[src/rtl/seq_addsub_if.sv]
// seq_addsub_if: operand/result handshake bundle for seq_addsub.
//   Input side : in_valid, in_ready, a, b, carry_in, op
//   Output side: out_valid, out_ready, sum, carry_out, overflow
//   sat is present only when SEQ_ADDSUB_SAT_EN is defined.
// Modports: master = producer/consumer around the adder, slave = the adder.
interface seq_addsub_if #(
  parameter int unsigned WIDTH = 8
) ();
  logic             in_valid;
  logic             in_ready;
  logic [WIDTH-1:0] a;
  logic [WIDTH-1:0] b;
  logic             carry_in;
  logic             op;
  logic             out_valid;
  logic             out_ready;
  logic [WIDTH-1:0] sum;
  logic             carry_out;
  logic             overflow;
`ifdef SEQ_ADDSUB_SAT_EN
  logic             sat;
`endif

  modport master (
`ifdef SEQ_ADDSUB_SAT_EN
    input  sat,
`endif
    output in_valid, a, b, carry_in, op, out_ready,
    input  in_ready, out_valid, sum, carry_out, overflow
  );

  modport slave (
`ifdef SEQ_ADDSUB_SAT_EN
    output sat,
`endif
    input  in_valid, a, b, carry_in, op, out_ready,
    output in_ready, out_valid, sum, carry_out, overflow
  );
endinterface

[src/rtl/seq_addsub.sv]
// seq_addsub: digit-serial adder/subtractor. Processes DIGIT bits of two WIDTH-bit operands
// per clock (NDIG = WIDTH/DIGIT cycles per operation) and reports sum, raw carry-out and
// signed overflow through valid/ready handshakes.
//   clk    : rising-edge clock
//   rst_n  : synchronous active-low reset
//   bus_io : seq_addsub_if.slave (operands in, result out)
// WIDTH must be a multiple of DIGIT, and the interface WIDTH must match.
// Optional: define SEQ_ADDSUB_SAT_EN to saturate sum on overflow and drive bus_io.sat.
module seq_addsub #(
  parameter int unsigned WIDTH = 8,
  parameter int unsigned DIGIT = 2
) (
  input logic         clk,
  input logic         rst_n,
  seq_addsub_if.slave bus_io
);
  localparam int unsigned NDIG = WIDTH / DIGIT;
  localparam int unsigned CntW = (NDIG > 1) ? $clog2(NDIG) : 1;
  localparam logic [CntW-1:0] LastDig = CntW'(NDIG - 1);

  typedef enum logic [1:0] {StIdle, StRun, StDone} state_e;

  state_e           state_q, state_d;
  logic [CntW-1:0]  cnt_q, cnt_d;
  logic [WIDTH-1:0] a_q, a_d;
  logic [WIDTH-1:0] b_q, b_d;   // B already conditioned (inverted for subtract)
  logic [WIDTH-1:0] sum_q, sum_d;
  logic             carry_q, carry_d;

  logic             in_ready;
  logic             accept;
  logic             done;
  logic             ovf;
  int unsigned      dig_lo;
  logic [DIGIT:0]   dig_sum;

  assign done     = (state_q == StDone);
  assign in_ready = (state_q == StIdle) || (done && bus_io.out_ready);
  assign accept   = bus_io.in_valid && in_ready;

  // One narrow carry chain shared across all digits.
  always_comb begin
    dig_lo  = 32'(cnt_q) * DIGIT;
    dig_sum = {1'b0, a_q[dig_lo +: DIGIT]} + {1'b0, b_q[dig_lo +: DIGIT]}
            + {{DIGIT{1'b0}}, carry_q};
  end

  always_comb begin
    state_d = state_q;
    cnt_d   = cnt_q;
    a_d     = a_q;
    b_d     = b_q;
    sum_d   = sum_q;
    carry_d = carry_q;

    unique case (state_q)
      StIdle, StDone: begin
        if (accept) begin
          // Subtract as a + ~b + ~carry_in, so a borrow-in becomes a missing carry.
          a_d     = bus_io.a;
          b_d     = bus_io.op ? ~bus_io.b : bus_io.b;
          carry_d = bus_io.op ? ~bus_io.carry_in : bus_io.carry_in;
          cnt_d   = '0;
          state_d = StRun;
        end else if (done && bus_io.out_ready) begin
          state_d = StIdle;
        end
      end
      StRun: begin
        sum_d[dig_lo +: DIGIT] = dig_sum[DIGIT-1:0];
        carry_d                = dig_sum[DIGIT];
        if (cnt_q == LastDig) begin
          state_d = StDone;
        end else begin
          cnt_d = cnt_q + 1'b1;
        end
      end
      default: state_d = StIdle;
    endcase
  end

  always_ff @(posedge clk) begin
    if (!rst_n) begin
      state_q <= StIdle;
      cnt_q   <= '0;
      a_q     <= '0;
      b_q     <= '0;
      sum_q   <= '0;
      carry_q <= 1'b0;
    end else begin
      state_q <= state_d;
      cnt_q   <= cnt_d;
      a_q     <= a_d;
      b_q     <= b_d;
      sum_q   <= sum_d;
      carry_q <= carry_d;
    end
  end

  // Same-sign operands producing a result of the other sign.
  assign ovf = done && (a_q[WIDTH-1] == b_q[WIDTH-1]) && (sum_q[WIDTH-1] != a_q[WIDTH-1]);

  assign bus_io.in_ready  = in_ready;
  assign bus_io.out_valid = done;
  assign bus_io.carry_out = done && carry_q;
  assign bus_io.overflow  = ovf;

`ifdef SEQ_ADDSUB_SAT_EN
  // Clamp toward the sign of A: positive overflow -> 0x7F..F, negative -> 0x80..0.
  assign bus_io.sum = ovf ? {a_q[WIDTH-1], {(WIDTH-1){~a_q[WIDTH-1]}}} : sum_q;
  assign bus_io.sat = ovf;
`else
  assign bus_io.sum = sum_q;
`endif

endmodule

[src/flat_wrapper.sv]
// flat-port wrapper written by rule: the top's interface ports become plain ports
module seq_addsub_flat 
#(
  parameter int unsigned WIDTH = 8,
  parameter int unsigned DIGIT = 2
)
  (clk, rst_n, bus_io_in_valid, bus_io_a, bus_io_b, bus_io_carry_in, bus_io_op, bus_io_out_ready, bus_io_in_ready, bus_io_out_valid, bus_io_sum, bus_io_carry_out, bus_io_overflow);
  seq_addsub_if #(.WIDTH(WIDTH)) bus_io_i ();
  input logic clk;
  input logic rst_n;
  input wire logic [$bits(bus_io_i.in_valid)-1:0] bus_io_in_valid;
  input wire logic [$bits(bus_io_i.a)-1:0] bus_io_a;
  input wire logic [$bits(bus_io_i.b)-1:0] bus_io_b;
  input wire logic [$bits(bus_io_i.carry_in)-1:0] bus_io_carry_in;
  input wire logic [$bits(bus_io_i.op)-1:0] bus_io_op;
  input wire logic [$bits(bus_io_i.out_ready)-1:0] bus_io_out_ready;
  output wire logic [$bits(bus_io_i.in_ready)-1:0] bus_io_in_ready;
  output wire logic [$bits(bus_io_i.out_valid)-1:0] bus_io_out_valid;
  output wire logic [$bits(bus_io_i.sum)-1:0] bus_io_sum;
  output wire logic [$bits(bus_io_i.carry_out)-1:0] bus_io_carry_out;
  output wire logic [$bits(bus_io_i.overflow)-1:0] bus_io_overflow;
  assign bus_io_i.in_valid = bus_io_in_valid;
  assign bus_io_i.a = bus_io_a;
  assign bus_io_i.b = bus_io_b;
  assign bus_io_i.carry_in = bus_io_carry_in;
  assign bus_io_i.op = bus_io_op;
  assign bus_io_i.out_ready = bus_io_out_ready;
  assign bus_io_in_ready = bus_io_i.in_ready;
  assign bus_io_out_valid = bus_io_i.out_valid;
  assign bus_io_sum = bus_io_i.sum;
  assign bus_io_carry_out = bus_io_i.carry_out;
  assign bus_io_overflow = bus_io_i.overflow;
  seq_addsub #(.WIDTH(WIDTH), .DIGIT(DIGIT)) u_core (.clk(clk), .rst_n(rst_n), .bus_io(bus_io_i));
endmodule
[config.mk]
export PLATFORM = sky130hd
export DESIGN_NAME = seq_addsub_flat
export DESIGN_NICKNAME = d
export VERILOG_FILES = /design/src/rtl/seq_addsub_if.sv /design/src/rtl/seq_addsub.sv /design/src/flat_wrapper.sv
export SDC_FILE = /design/constraint.sdc
export NUM_CORES = 1
export LEC_CHECK = 0
export ABC_CLOCK_PERIOD_IN_PS = 3550
export CAP_MARGIN = 20
export CORE_MARGIN = 2
export CORE_UTILIZATION = 50
export DETAILED_ROUTE_END_ITERATION = 8
export PLACE_DENSITY = 0.86
export SYNTH_ARGS = -nofsm -noshare
export SYNTH_HDL_FRONTEND = slang
export SYNTH_SLANG_ARGS = --single-unit
[constraint.sdc]
create_clock -name clk -period 3.55 [get_ports clk]
set_input_delay 0.355 -clock clk [delete_from_list [all_inputs] [get_ports clk]]
set_output_delay 0.355 -clock clk [all_outputs]
set_load 0.02 [all_outputs]
; ---- After elaboration in Yosys (flattened, before gate mapping)
; Index checks and enable logic that the tools add are counted.
[totals]
word_cells = 50
ff_bits = 29
in_bits = 22
out_inout_bits = 12
[op_classes]
n_eq_ne = 9
shift = 4
n_bitwise = 2
n_reduce_logical = 13
add_sub_neg = 4
n_mux = 12
[op_table]
columns = op, n
row1 = 3-bit negator with 34-bit output, 1
row2 = "2-bit by 34-bit variable shift with 8-bit output, first input constant", 1
row3 = 2-bit by 34-bit variable part select with 8-bit output, 1
row4 = 8-bit by 4-bit variable part select with 2-bit output, 2
row5 = 2-bit 2-to-1 mux, 5
row6 = 8-bit bitwise mux, 1
row7 = 8-bit 2-to-1 mux, 1
row8 = 8-bit NOT, 1
row9 = 2-bit case mux with 2 select lines, 2
row10 = 2-bit AND reduction, 3
row11 = 1-bit logical AND, 5
row12 = "2-bit == test, second input constant", 2
row13 = "2-bit by 1-bit inequality test with 1-bit output, second input constant", 2
row14 = 2-bit by 2-bit adder with 3-bit output, 1
row15 = 3-bit by 1-bit adder with 3-bit output, 1
row16 = "3-bit by 1-bit inequality test with 1-bit output, second input constant", 1
row17 = 3-bit AND reduction, 1
row18 = "2-bit by 1-bit adder with 2-bit output, second input constant", 1
row19 = "2-bit by 1-bit == test with 1-bit output, second input constant", 1
row20 = 2-bit zero test, 1
row21 = 1-bit 2-to-1 mux, 2
row22 = "2-bit inequality test, second input constant", 1
row23 = 1-bit case mux with 2 select lines, 1
row24 = 2-bit nonzero test, 1
row25 = other kinds (5), 5

; ---- Logic depth before layout (Yosys ltp)
; Gate-level depths: netlist (run 1).
[depth]
word_depth = 6
mapped_depth = 7
mapped_depth_nobuf = 6

; ---- Worst setup path after synthesis (run 1)
; No wires, ideal clock.
[synth_path]
path_type = reg-to-reg
start = register u_core.cnt_q[0]
end = register u_core.sum_q[1], in the netlist u_core.bus_io.sum[1]
required_time_ns = 3.480
stages_incl_launch_ff = 8
path_slack_ns = 0.951
setup_time_ns = 0.070
t_arrival_ns = 2.528
synth_period_minus_slack_ns = 2.599
path_buffers = 1
cell_sequence = dfxtp_1 > buf_6 > mux4_2 > fa_1 > fa_1 > nand2b_1 > or4_1 > a21oi_1
[synth_between]
elab_chain_len = 5
word_cells_on_any_way = 8
classes_between = add/sub (3) / shift (4) / mux (1)
[synth_rtl]
columns = element, line_no
row1 = start: declaration, seq_addsub.sv:24  ; logic [CntW-1:0] cnt_q, cnt_d;
row2 = start signal: assignment, seq_addsub.sv:92  ; cnt_q <= cnt_d;
row3 = 8-bit by 4-bit variable part select with 2-bit output, seq_addsub.sv:44  ; dig_sum = {1'b0, a_q[dig_lo +: DIGIT]} + {1'b0, b_q[dig_lo +: DIGIT]}
row4 = 2-bit by 2-bit adder with 3-bit output, seq_addsub.sv:44
row5 = 3-bit by 1-bit adder with 3-bit output, seq_addsub.sv:45  ; + {{DIGIT{1'b0}}, carry_q};
row6 = 2-bit by 34-bit variable part select with 8-bit output, seq_addsub.sv:70  ; sum_d[dig_lo +: DIGIT] = dig_sum[DIGIT-1:0];
row7 = 8-bit bitwise mux *, seq_addsub.sv:70
row8 = end signal: assignment, seq_addsub.sv:95  ; sum_q <= sum_d;
row9 = end: declaration, seq_addsub.sv:27  ; logic [WIDTH-1:0] sum_q, sum_d;
; Every way passes the cells marked *; elsewhere a longest branch is shown, timed or not.
; A chain may end at the register's enable or synchronous reset.

; ---- Final worst setup path (run 1)
; Ends and elaborated chain as after synthesis.

==> results of run 1 <==
## synth_stat cells (4+ instances only)
master	number	area share, %
nand4_1	4	1.6
dfxtp_1	29	38
a21oi_1	24	7.9
ha_1	6	4.9
nand2b_1	5	2.0
nand2_1	8	2.0
mux4_2	4	5.9
nand3b_1	5	2.5
nor2b_1	4	1.6
xnor2_1	8	4.6
buf_2	5	1.6
nand3_1	13	4.3
inv_1	4	0.98
o21ai_0	8	2.6
a211oi_1	8	3.9
## power by group through the flow
stage                     sequential [mW]  combinational [mW]  clock (mW)
after CTS                           0.362               0.134       0.191
after floorplan                     0.361              0.0956           0
after detailed placement            0.369               0.134           0
after global routing                0.365               0.147       0.209
after global placement              0.368               0.127           0
final                               0.362               0.133       0.187
## through the flow
step           power (mW)  std cells  hold slack [ps]  area [um^2]
2_1_floorplan       0.457        166              451         1530
3_3_place_gp        0.496        220              441         1830
3_5_place_dp        0.503        220              444         1830
4_1_cts             0.686        228              454         1880
5_1_grt             0.722        228              471         1880
6_report            0.683        228              454         1880
## final cells by class
cell class	instances	area share [%]
multi-input combinational	120	45.8
sequential	29	30.9
timing repair buffer	33	17.6
clock buffer	8	2.59
tap	33	2.20
inverter	5	0.998
## worst paths after layout
path / start / depth (start not counted) / endpoint / slack (ps)
worst max-delay path: u_core.cnt_q[0]$_SDFFE_PN0P_ / 6 / u_core.bus_io.sum[1]$_SDFFE_PN0P_ / 620
worst min-delay path: u_core.bus_io.sum[0]$_SDFFE_PN0P_ / 2 / u_core.bus_io.sum[0]$_SDFFE_PN0P_ / 450
worst max register to register: u_core.cnt_q[0]$_SDFFE_PN0P_ / 6 / u_core.bus_io.sum[1]$_SDFFE_PN0P_ / 620
worst min register to register: u_core.bus_io.sum[0]$_SDFFE_PN0P_ / 2 / u_core.bus_io.sum[0]$_SDFFE_PN0P_ / 450
## cell families after synthesis
logic type               count (synthesis)  synth area share [%]
multiplexers                             4                  5.90
AO/OA/AOI/OAI                           47                  18.0
adder cells (fa/ha/maj)                  8                  7.54
AND/OR/NAND/NOR                         52                  19.8
flip-flops                              29                  38.0
buffers and inverters                   17                  5.57
XOR/XNOR                                 9                  5.16
## routing by layer
layer | GRT usage [%] | up-vias
met4 | 13.6 | 0
li1 | - | 655
met3 | 7.64 | 13
met1 | 23.0 | 640
met2 | 35.5 | 52
met5 | 0 | -
## state kept, by name, summed over array words and instances (netlist names)
signal             cells
u_core.cnt_q           2
u_core.bus_io.sum      8
u_core.a_q             8
u_core.b_q             8
u_core.state_q         2
u_core.carry_q         1
## worst max-delay path: cells and delay by family (launching register included)
family / cells / cell delay [ps]
DFF: 1 / 640
AOI/OAI and AO/OA: 1 / 160
adders and majority gates: 2 / 970
muxes: 1 / 590
and+or+nand+nor: 2 / 480
==> summary.md, run 1 <==
| Metric | Value |
|---|---|
| 1st-pass router iterations | `4` |
| Fin worst setup slack | `623 ps` |
| I/O pins | `34` |
| Arrival @ worst endpoint | `3190 ps` |
| Register area | `roughly 580 um^2` |
| Worst path cell trace | `mux4_2 -> fa_1 -> fa_1 -> nand2b_1 -> or4_1 -> a21oi_1` |
| Setup_tns | `0 ps` |
| Unique cell type count in the Yosys netlist | `35` |
| Nets | `224` |
| Final min period | `2930 ps` |
| Post-CTS setup buffers | `0` |
| Reg clk slew, reported paths | `90 ps` |
| Root Driver | `clkbuf_4` |
| Port Buffers | `33` |
| Core Util, Final | `a little over three fifths` |
| Final worst path period share | `about 82%` |
| Met3 WL | `204 um` |
| RSZ-0062 raised after global routing | `false` |
| Max-cap check violation count | `0` |
| Synth-to-layout area growth | `23.2%` |
| GP Congestion | `0.915` |
| Initial Utilization | `about 51%` |
| Synth Register Bits | `29` |
| Status | `finished clean` |
| Antenna viol nets, final | `0` |
| Least-Margin Pin Slew | `1060 ps` |
| Synth Instances | `166` |
| Mean Syn Cell Area | `slightly above 9 um^2` |
| Final slew viol count | `0` |
| TritonCTS clock tree | `built` |
| Skew final | `4.56 ps` |
| Worst-Skew Late Latency | `~330 ps` |
| Relative slew slack | `29.5%` |
| Highest Clock Rate | `0.342 GHz` |
| Seq/Total Area, Yosys | `a little under two fifths` |
| Routed vias/inst | `5.96` |
| Initial DRC count | `42` |
| Layout cells sized above 1 | `around 5.6%` |
| Post_cts resized | `0` |
| Pre-CTS WS | `657 ps` |
| WP data required | `roughly 3800 ps` |
| Global route total overflow | `0` |
| Asr flop ratio synth | `0%` |
| Global Route Usage Sum | `between 20% and 30%` |
| Die width | `approximately 59 um` |
| Core area | `2980 um^2` |
| Final Hold Fails | `0` |
| Wire length per cell | `approximately 15 um` |
| Pwr dens | `363 nW/um^2` |
| HPWL after detailed placement | `2560 um` |
| Metal-1 WL | `1290 um` |
| H-tree levels | `2` |
| Crit end category | `flop` |
| Number of clock sinks | `29` |
| Synth Cell Area | `between 1500 and 2000 um^2` |
| Multi-input logic area | `~860 um^2` |
| Ant diodes | `0` |
| Gate power share | `~20%` |
| Fill count | `265` |
| Drt drc | `0` |
| Type of the worst min-delay path | `flop to flop` |
| Worst-case clock buffer depth | `2` |
| Final wirelength | `approximately 3400 um` |
| Slowest CP cell | `dfxtp_1` |
| Largest net degree at the start of global routing | `29` |
| Post-CTS Hold Buffers | `0` |
| Setup violations, final | `0` |
| EDFF count, synth | `0` |
| Initial antenna violation count | `0` |
| Die footprint | `3510 um^2` |
| WL met2 | `around 1800 um` |
| Internal power consumption | `492 uW` |
| Clock power frac | `27.4%` |
| Most frequent cells in the layout | `clkdlybuf4s50_1, dfxtp_1, a21oi_1, nand3_1` |
| Net Count, Synth | `roughly 200` |
| Most common cell after layout, fill and taps aside | `clkdlybuf4s50_1` |
| Ys Warns | `0` |
| Vias in the first global route | `1255` |
| Crit-path max FO | `12` |
| Crit path largest cell delay | `640 ps` |
| Seq pwr share | `53.1%` |
| Leakage | `between 0.6 and 0.7 nW` |
| Ys flop type | `dfxtp_1` |
| Row count | `20` |
| Worst IR Drop VDD | `roughly 0.26 mV` |
| First-pass GRT wire length | `5490 um` |
| Sw frac | `27.9%` |
| Die Y-Extent | `59.3 um` |
| Crit path top cell by count | `fa_1` |
| Vias after detailed routing | `roughly 1400` |
| NetSw | `approximately 190 uW` |
| Setup CP Type | `flop to flop` |
| DR top layer | `met4` |
| CTS Buf Count | `5` |
| CP Launch Type | `flop` |
Power figures use the tool's default switching activity.
==> run 2: changes to the inputs <==
- ABC_CLOCK_PERIOD_IN_PS: 3550 -> 2800
- clock period: 3.55 -> 2.8 ns (I/O delays scaled with it)
==> summary.md, run 2 (synthesis gave the netlist of run 1 again) <==
| Metric | Value |
|---|---|
| Final Hold Fails | `0 (unchanged)` |
| WP data required | `3070 ps (-740 ps)` |
| Vias in the first global route | `1272 (+1.4%)` |
| HPWL after detailed placement | `2620 um (+2.6%)` |
| Worst-Skew Late Latency | `330 ps (about the same)` |
| Core area | `2980 um^2 (unchanged)` |
| Skew final | `9.13 ps (+4.57 ps)` |
| Ant diodes | `0 (unchanged)` |
| Die footprint | `3510 um^2 (unchanged)` |
| Seq pwr share | `49.4% (-3.7 points)` |
| GP Congestion | `0.891 (-2.5%)` |
| Most common cell after layout, fill and taps aside | `clkdlybuf4s50_1` |
| Final worst path period share | `94.0% (+12 points)` |
| Setup CP Type | `flop to flop` |
| Cells on worst reg2reg path | `6 (unchanged)` |
| Root Driver | `clkbuf_4` |
| Clock power frac | `31.5% (+4.1 points)` |
| Arrival @ worst endpoint | `2900 ps (-290 ps)` |
| Post-CTS setup buffers | `0 (unchanged)` |
| Worst Hold End | `u_core.bus_io.sum[4]$_SDFFE_PN0P_` |
| Row count | `20 (unchanged)` |
| Initial Utilization | `51.3% (unchanged)` |
| Crit end category | `flop` |
| Top Family by Delay on Critical Path | `adder cells` |
| Status | `finished clean` |
| Relative slew slack | `48.7% (+19 points)` |
| CP Launch Type | `flop` |
| CTS Buf Count | `5 (unchanged)` |
| Wire length per cell | `15.0 um (+1.0%)` |
| Highest Clock Rate | `0.380 GHz (+11%)` |
| Post_cts resized | `0 (unchanged)` |
| Final wirelength | `3450 um (+1.9%)` |
| RR Endpoint | `u_core.bus_io.sum[1]$_SDFFE_PN0P_` |
| TritonCTS clock tree | `built` |
| Most frequent cells in the layout | `clkdlybuf4s50_1, dfxtp_1, a21oi_1, nand3_1` |
| Initial antenna violation count | `0 (unchanged)` |
| Internal power consumption | `672 uW (+37%)` |
| Final slew viol count | `0 (unchanged)` |
| Synth-to-layout area growth | `25.6%` |
| Reg clk slew, reported paths | `90 ps (about the same)` |
| Global Route Usage Sum | `21.6% (+0.16 points)` |
| Drt drc | `0 (unchanged)` |
| Hold slack | `453 ps (-0.791 ps)` |
| Setup violations, final | `0 (unchanged)` |
| Die width | `59.3 um (unchanged)` |
| Pwr dens | `483 nW/um^2 (+33%)` |
| Crit-path max FO | `4 (-8)` |
| Slowest CP cell | `mux4_2` |
| Gate power share | `19.1% (-0.4 points)` |
| First-pass GRT wire length | `5610 um (+2.1%)` |
| Vias after detailed routing | `1365 (+0.37%)` |
| Final min period | `2630 ps (-295 ps)` |
| H-tree levels | `2 (unchanged)` |
| Leakage | `0.677 nW (+3.8%)` |
| Worst-case clock buffer depth | `2 (unchanged)` |
| Worst reg2reg path startpoint | `u_core.cnt_q[0]$_SDFFE_PN0P_` |
| Crit path top cell by count | `fa_1` |
| Crit path largest cell delay | `540 ps (-100 ps)` |
| NetSw | `252 uW (+32%)` |
| Worst IR Drop VDD | `0.253 mV (-0.95%)` |
| Number of clock sinks | `29 (unchanged)` |
| Initial DRC count | `43 (+2.4%)` |
| Sw frac | `27.3% (-0.62 points)` |
| Least-Margin Pin Slew | `768 ps (-287 ps)` |
| Worst path cell trace | `mux4_2 -> fa_1 -> fa_1 -> nand2b_1 -> or4_1 -> a21oi_1` |
| Post-route cell area | `1920 um^2 (+1.9%)` |
| Post-CTS Hold Buffers | `0 (unchanged)` |
| RSZ-0062 raised after global routing | `false` |
| Global route total overflow | `0 (unchanged)` |
| Max-cap check violation count | `0 (unchanged)` |
| Antenna viol nets, final | `0 (unchanged)` |
| Dpl cell area | `1850 um^2 (+0.82%)` |
| Die Y-Extent | `59.3 um (unchanged)` |
| Layout cells sized above 1 | `8.12% (+2.5 points)` |
| Type of the worst min-delay path | `flop to flop` |
| Largest net degree at the start of global routing | `29 (unchanged)` |
| I/O pins | `34 (unchanged)` |
| Nets | `226 (+0.89%)` |
| CP Buf/Inv Count | `0 (unchanged)` |
| Hold Crit Start | `u_core.bus_io.sum[4]$_SDFFE_PN0P_` |
| Port Buffers | `33 (unchanged)` |
| R2R setup slack | `170 ps (-460 ps)` |
| Setup_tns | `0 ps (unchanged)` |
| Hold Path Stages | `2 (unchanged)` |
| Core Util, Final | `64.4% (+1.2 points)` |
| 1st-pass router iterations | `5 (+1)` |
| Routed vias/inst | `5.93 (-0.51%)` |
==> run 2: stage by stage <==
stage,total power [mW],worst slack (ps),std cells
4_1_cts,0.930,158,230
3_3_place_gp,0.633,227,222
5_1_grt,0.970,67.4,230
6_report,0.925,168,230
3_5_place_dp,0.642,185,222
2_1_floorplan,0.579,201,166
==> run 2: worst max path at each step <==
stage | start | to | depth (start not counted)
floorplan | u_core.cnt_q[0]$_SDFFE_PN0P_ | u_core.bus_io.sum[1]$_SDFFE_PN0P_ | 7
global placement | u_core.cnt_q[0]$_SDFFE_PN0P_ | u_core.bus_io.sum[1]$_SDFFE_PN0P_ | 6
detailed placement | u_core.cnt_q[0]$_SDFFE_PN0P_ | u_core.bus_io.sum[1]$_SDFFE_PN0P_ | 6
CTS | u_core.cnt_q[0]$_SDFFE_PN0P_ | u_core.bus_io.sum[1]$_SDFFE_PN0P_ | 6
global route | u_core.cnt_q[0]$_SDFFE_PN0P_ | u_core.bus_io.sum[1]$_SDFFE_PN0P_ | 6
finish | u_core.cnt_q[0]$_SDFFE_PN0P_ | u_core.bus_io.sum[1]$_SDFFE_PN0P_ | 6
==> run 2: cell type report <==
type	instances	area [um^2]
Clock buffer	7	65.1
Clock inverter	1	5.00
Fill cell	247	1060
Inverter	5	18.8
Multi-Input combinational cell	120	861
Sequential cell	29	581
Tap cell	33	41.3
Timing Repair Buffer	35	345
==> run 2: power by group through the flow <==
stage / registers [mW] / clock network (mW) / logic, mW
final: 0.457 / 0.292 / 0.177
after global routing: 0.459 / 0.317 / 0.194
after CTS: 0.456 / 0.297 / 0.177
after detailed placement: 0.465 / 0 / 0.176
after global placement: 0.464 / 0 / 0.169
after floorplan: 0.458 / 0 / 0.121
==> run 2: tightest hold or removal path: cells and delay by family (launching register included) <==
family,cells,cell delay [ps]
flops,1,320
compound gates,1,50
simple gates,1,50
==> run 2: metal layers <==
layer  vias to the layer above  wire length [um]  track usage (%)
li1                        660                 -                -
met1                       634              1400             23.4
met2                        57              1730             36.6
met3                        14               213             6.99
met4                         0               107             12.7
met5                         -                 0                0
==> run 3: changes to the inputs <==
- CORE_ASPECT_RATIO: unset -> 0.9
- CORE_MARGIN: 2 -> 5
- RECOVER_POWER: unset -> 25
==> summary.md, run 3 (synthesis gave the netlist of run 1 again) <==
| Metric | Value |
|---|---|
| RR Endpoint | `u_core.bus_io.sum[7]$_SDFFE_PN0P_` |
| Number of clock sinks | `29 (unchanged)` |
| Initial antenna violation count | `0 (unchanged)` |
| I/O pins | `34 (unchanged)` |
| Wire length per cell | `15.2 um (+1.6%)` |
| Status | `finished clean` |
| Worst-case clock buffer depth | `2 (unchanged)` |
| Largest net degree at the start of global routing | `29 (unchanged)` |
| Drt drc | `0 (unchanged)` |
| NetSw | `246 uW (-2.4%)` |
| Clock power frac | `26.1% (-5.4 points)` |
| Arrival @ worst endpoint | `2890 ps (about the same)` |
| TritonCTS clock tree | `built` |
| Die width | `68.2 um (+15%)` |
| WL met2 | `1860 um (+7.4%)` |
| H-tree levels | `2 (unchanged)` |
| DR top layer | `met4` |
| Reg clk slew, reported paths | `90 ps (about the same)` |
| Core Util, Final | `64.0% (-0.38 points)` |
| Sw frac | `28.6% (+1.3 points)` |
| Final wirelength | `3640 um (+5.6%)` |
| Antenna viol nets, final | `0 (unchanged)` |
| Synth-to-layout area growth | `25.6% (unchanged)` |
| Ant diodes | `0 (unchanged)` |
| Crit end category | `flop` |
| Gate power share | `20.7% (+1.6 points)` |
| Die Y-Extent | `62.4 um (+5.3%)` |
| Least-Margin Pin Slew | `622 ps (-146 ps)` |
| Final worst path period share | `93.9% (-0.15 points)` |
| Type of the worst min-delay path | `flop to flop` |
| Initial DRC count | `78 (+81%)` |
| Leakage | `0.673 nW (-0.57%)` |
| Vias in the first global route | `1350 (+6.1%)` |
| CTS Buf Count | `5 (unchanged)` |
| Most frequent cells in the layout | `clkdlybuf4s50_1, dfxtp_1, a21oi_1, nand3_1` |
| Seq pwr share | `53.2% (+3.8 points)` |
| Most common cell after layout, fill and taps aside | `clkdlybuf4s50_1` |
| Highest Clock Rate | `0.381 GHz (+0.16%)` |
| Max-cap check violation count | `0 (unchanged)` |
| Worst IR Drop VDD | `0.261 mV (+3.1%)` |
| WP data required | `3060 ps (about the same)` |
| Global route total overflow | `0 (unchanged)` |
| Nets | `228 (+0.88%)` |
| Global Route Usage Sum | `18.8% (-2.8 points)` |
| Setup CP Type | `flop to flop` |
| Hold Path Stages | `2 (unchanged)` |
| Register area | `582 um^2 (+0.22%)` |
| Post-CTS Hold Buffers | `0 (unchanged)` |
| Port Buffers | `33 (unchanged)` |
| Fill count | `274 (+11%)` |
| Crit-path max FO | `5 (+1)` |
| Setup_tns | `0 ps (unchanged)` |
| Vias after detailed routing | `1388 (+1.7%)` |
| Layout cells sized above 1 | `8.63% (+0.51 points)` |
| Multi-input logic area | `861 um^2 (unchanged)` |
| Core area | `3000 um^2 (+0.59%)` |
| Internal power consumption | `615 uW (-8.6%)` |
| CP Launch Type | `flop` |
| 1st-pass router iterations | `4 (-1)` |
| Root Driver | `clkbuf_4` |
| Cells on worst reg2reg path | `6 (unchanged)` |
| HPWL after detailed placement | `2720 um (+3.5%)` |
| Critical path endpoint | `u_core.bus_io.sum[7]$_SDFFE_PN0P_` |
| Total power | `861 uW (-6.9%)` |
| Final min period | `2630 ps (-4.33 ps)` |
| Initial Utilization | `51.0% (-0.30 points)` |
| Pwr dens | `449 nW/um^2 (-6.9%)` |
| Skew final | `8.97 ps (-0.155 ps)` |
| Final slew viol count | `0 (unchanged)` |
| First-pass GRT wire length | `6060 um (+8.0%)` |
| Met3 WL | `256 um (+20%)` |
| Worst-Skew Late Latency | `330 ps (about the same)` |
| Row count | `19 (-5.0%)` |
| Setup violations, final | `0 (unchanged)` |
| GP Congestion | `0.874 (-1.9%)` |
| Final Hold Fails | `0 (unchanged)` |
| Relative slew slack | `58.5% (+9.8 points)` |
| Metal-1 WL | `1420 um (+1.9%)` |
| Worst reg2reg path startpoint | `u_core.cnt_q[0]$_SDFFE_PN0P_` |
| Die footprint | `4260 um^2 (+21%)` |
| Routed vias/inst | `5.81 (-2.1%)` |
| RSZ-0062 raised after global routing | `false` |
| R2R setup slack | `170 ps (about the same)` |
| Crit path from | `u_core.cnt_q[0]$_SDFFE_PN0P_` |
run 3: cell count changes in the layout (fill, tap and decap cells not counted), sizes merged:
cell and change:
clkbuf -2, buf +2
run 3: stage by stage:
| stage | hold slack [ps] | instance area (um^2) | std cells | setup WS (ps) |
|---|---|---|---|---|
| after floorplan | 402 | 1530 | 166 | 201 |
| after CTS | 456 | 1920 | 239 | 69.1 |
| after detailed placement | 445 | 1870 | 233 | 92.3 |
| final | 453 | 1920 | 239 | 172 |
| after global routing | 486 | 1920 | 239 | 52.5 |
| after global placement | 438 | 1870 | 233 | 173 |
run 3: routing by layer:
| layer | track usage [%] | vias up |
|---|---|---|
| li1 | - | 663 |
| met1 | 20.7 | 651 |
| met2 | 31.4 | 61 |
| met3 | 7.01 | 13 |
| met4 | 8.19 | 0 |
| met5 | 0 | - |
run 3: area by class of cell:
cell class                 instances  area share, %
clock inverter                     1          0.261
multi-input combinational        120           44.9
inverter                           5          0.979
clock buffer                       5           1.96
tap                               42           2.74
timing repair buffer              37           18.8
sequential                        29           30.4
run 3: how the worst min path moves through the flow:
stage	startpoint	endpoint	slack [ps]
floorplan	rst_n	u_core.state_q[0]$_SDFFE_PN0P_	400
global placement	u_core.bus_io.sum[5]$_SDFFE_PN0P_	u_core.bus_io.sum[5]$_SDFFE_PN0P_	440
detailed placement	u_core.bus_io.sum[2]$_SDFFE_PN0P_	u_core.bus_io.sum[2]$_SDFFE_PN0P_	450
CTS	u_core.bus_io.sum[2]$_SDFFE_PN0P_	u_core.bus_io.sum[2]$_SDFFE_PN0P_	460
global route	u_core.bus_io.sum[6]$_SDFFE_PN0P_	u_core.bus_io.sum[6]$_SDFFE_PN0P_	490
finish	u_core.bus_io.sum[2]$_SDFFE_PN0P_	u_core.bus_io.sum[2]$_SDFFE_PN0P_	450
run 3: timing repair:
item | in CTS | in global routing
resized for setup | 0 | 1
setup endpoints to repair | 0 | 2
setup buffers | 0 | 0
run 3: worst max-delay path, stage by stage, from the launching register on:
cell      delay (ps)
dfxtp_2          420
mux4_2           530
fa_1             430
fa_1             550
nand2b_1          80
or4_1            400
a21oi_1          150
run 3: power groups by stage:
stage / clock network [mW] / logic, mW / registers, mW
final: 0.224 / 0.178 / 0.458
after global routing: 0.245 / 0.195 / 0.462
after CTS: 0.229 / 0.177 / 0.457
after detailed placement: 0 / 0.176 / 0.467
after global placement: 0 / 0.169 / 0.464
after floorplan: 0 / 0.121 / 0.458
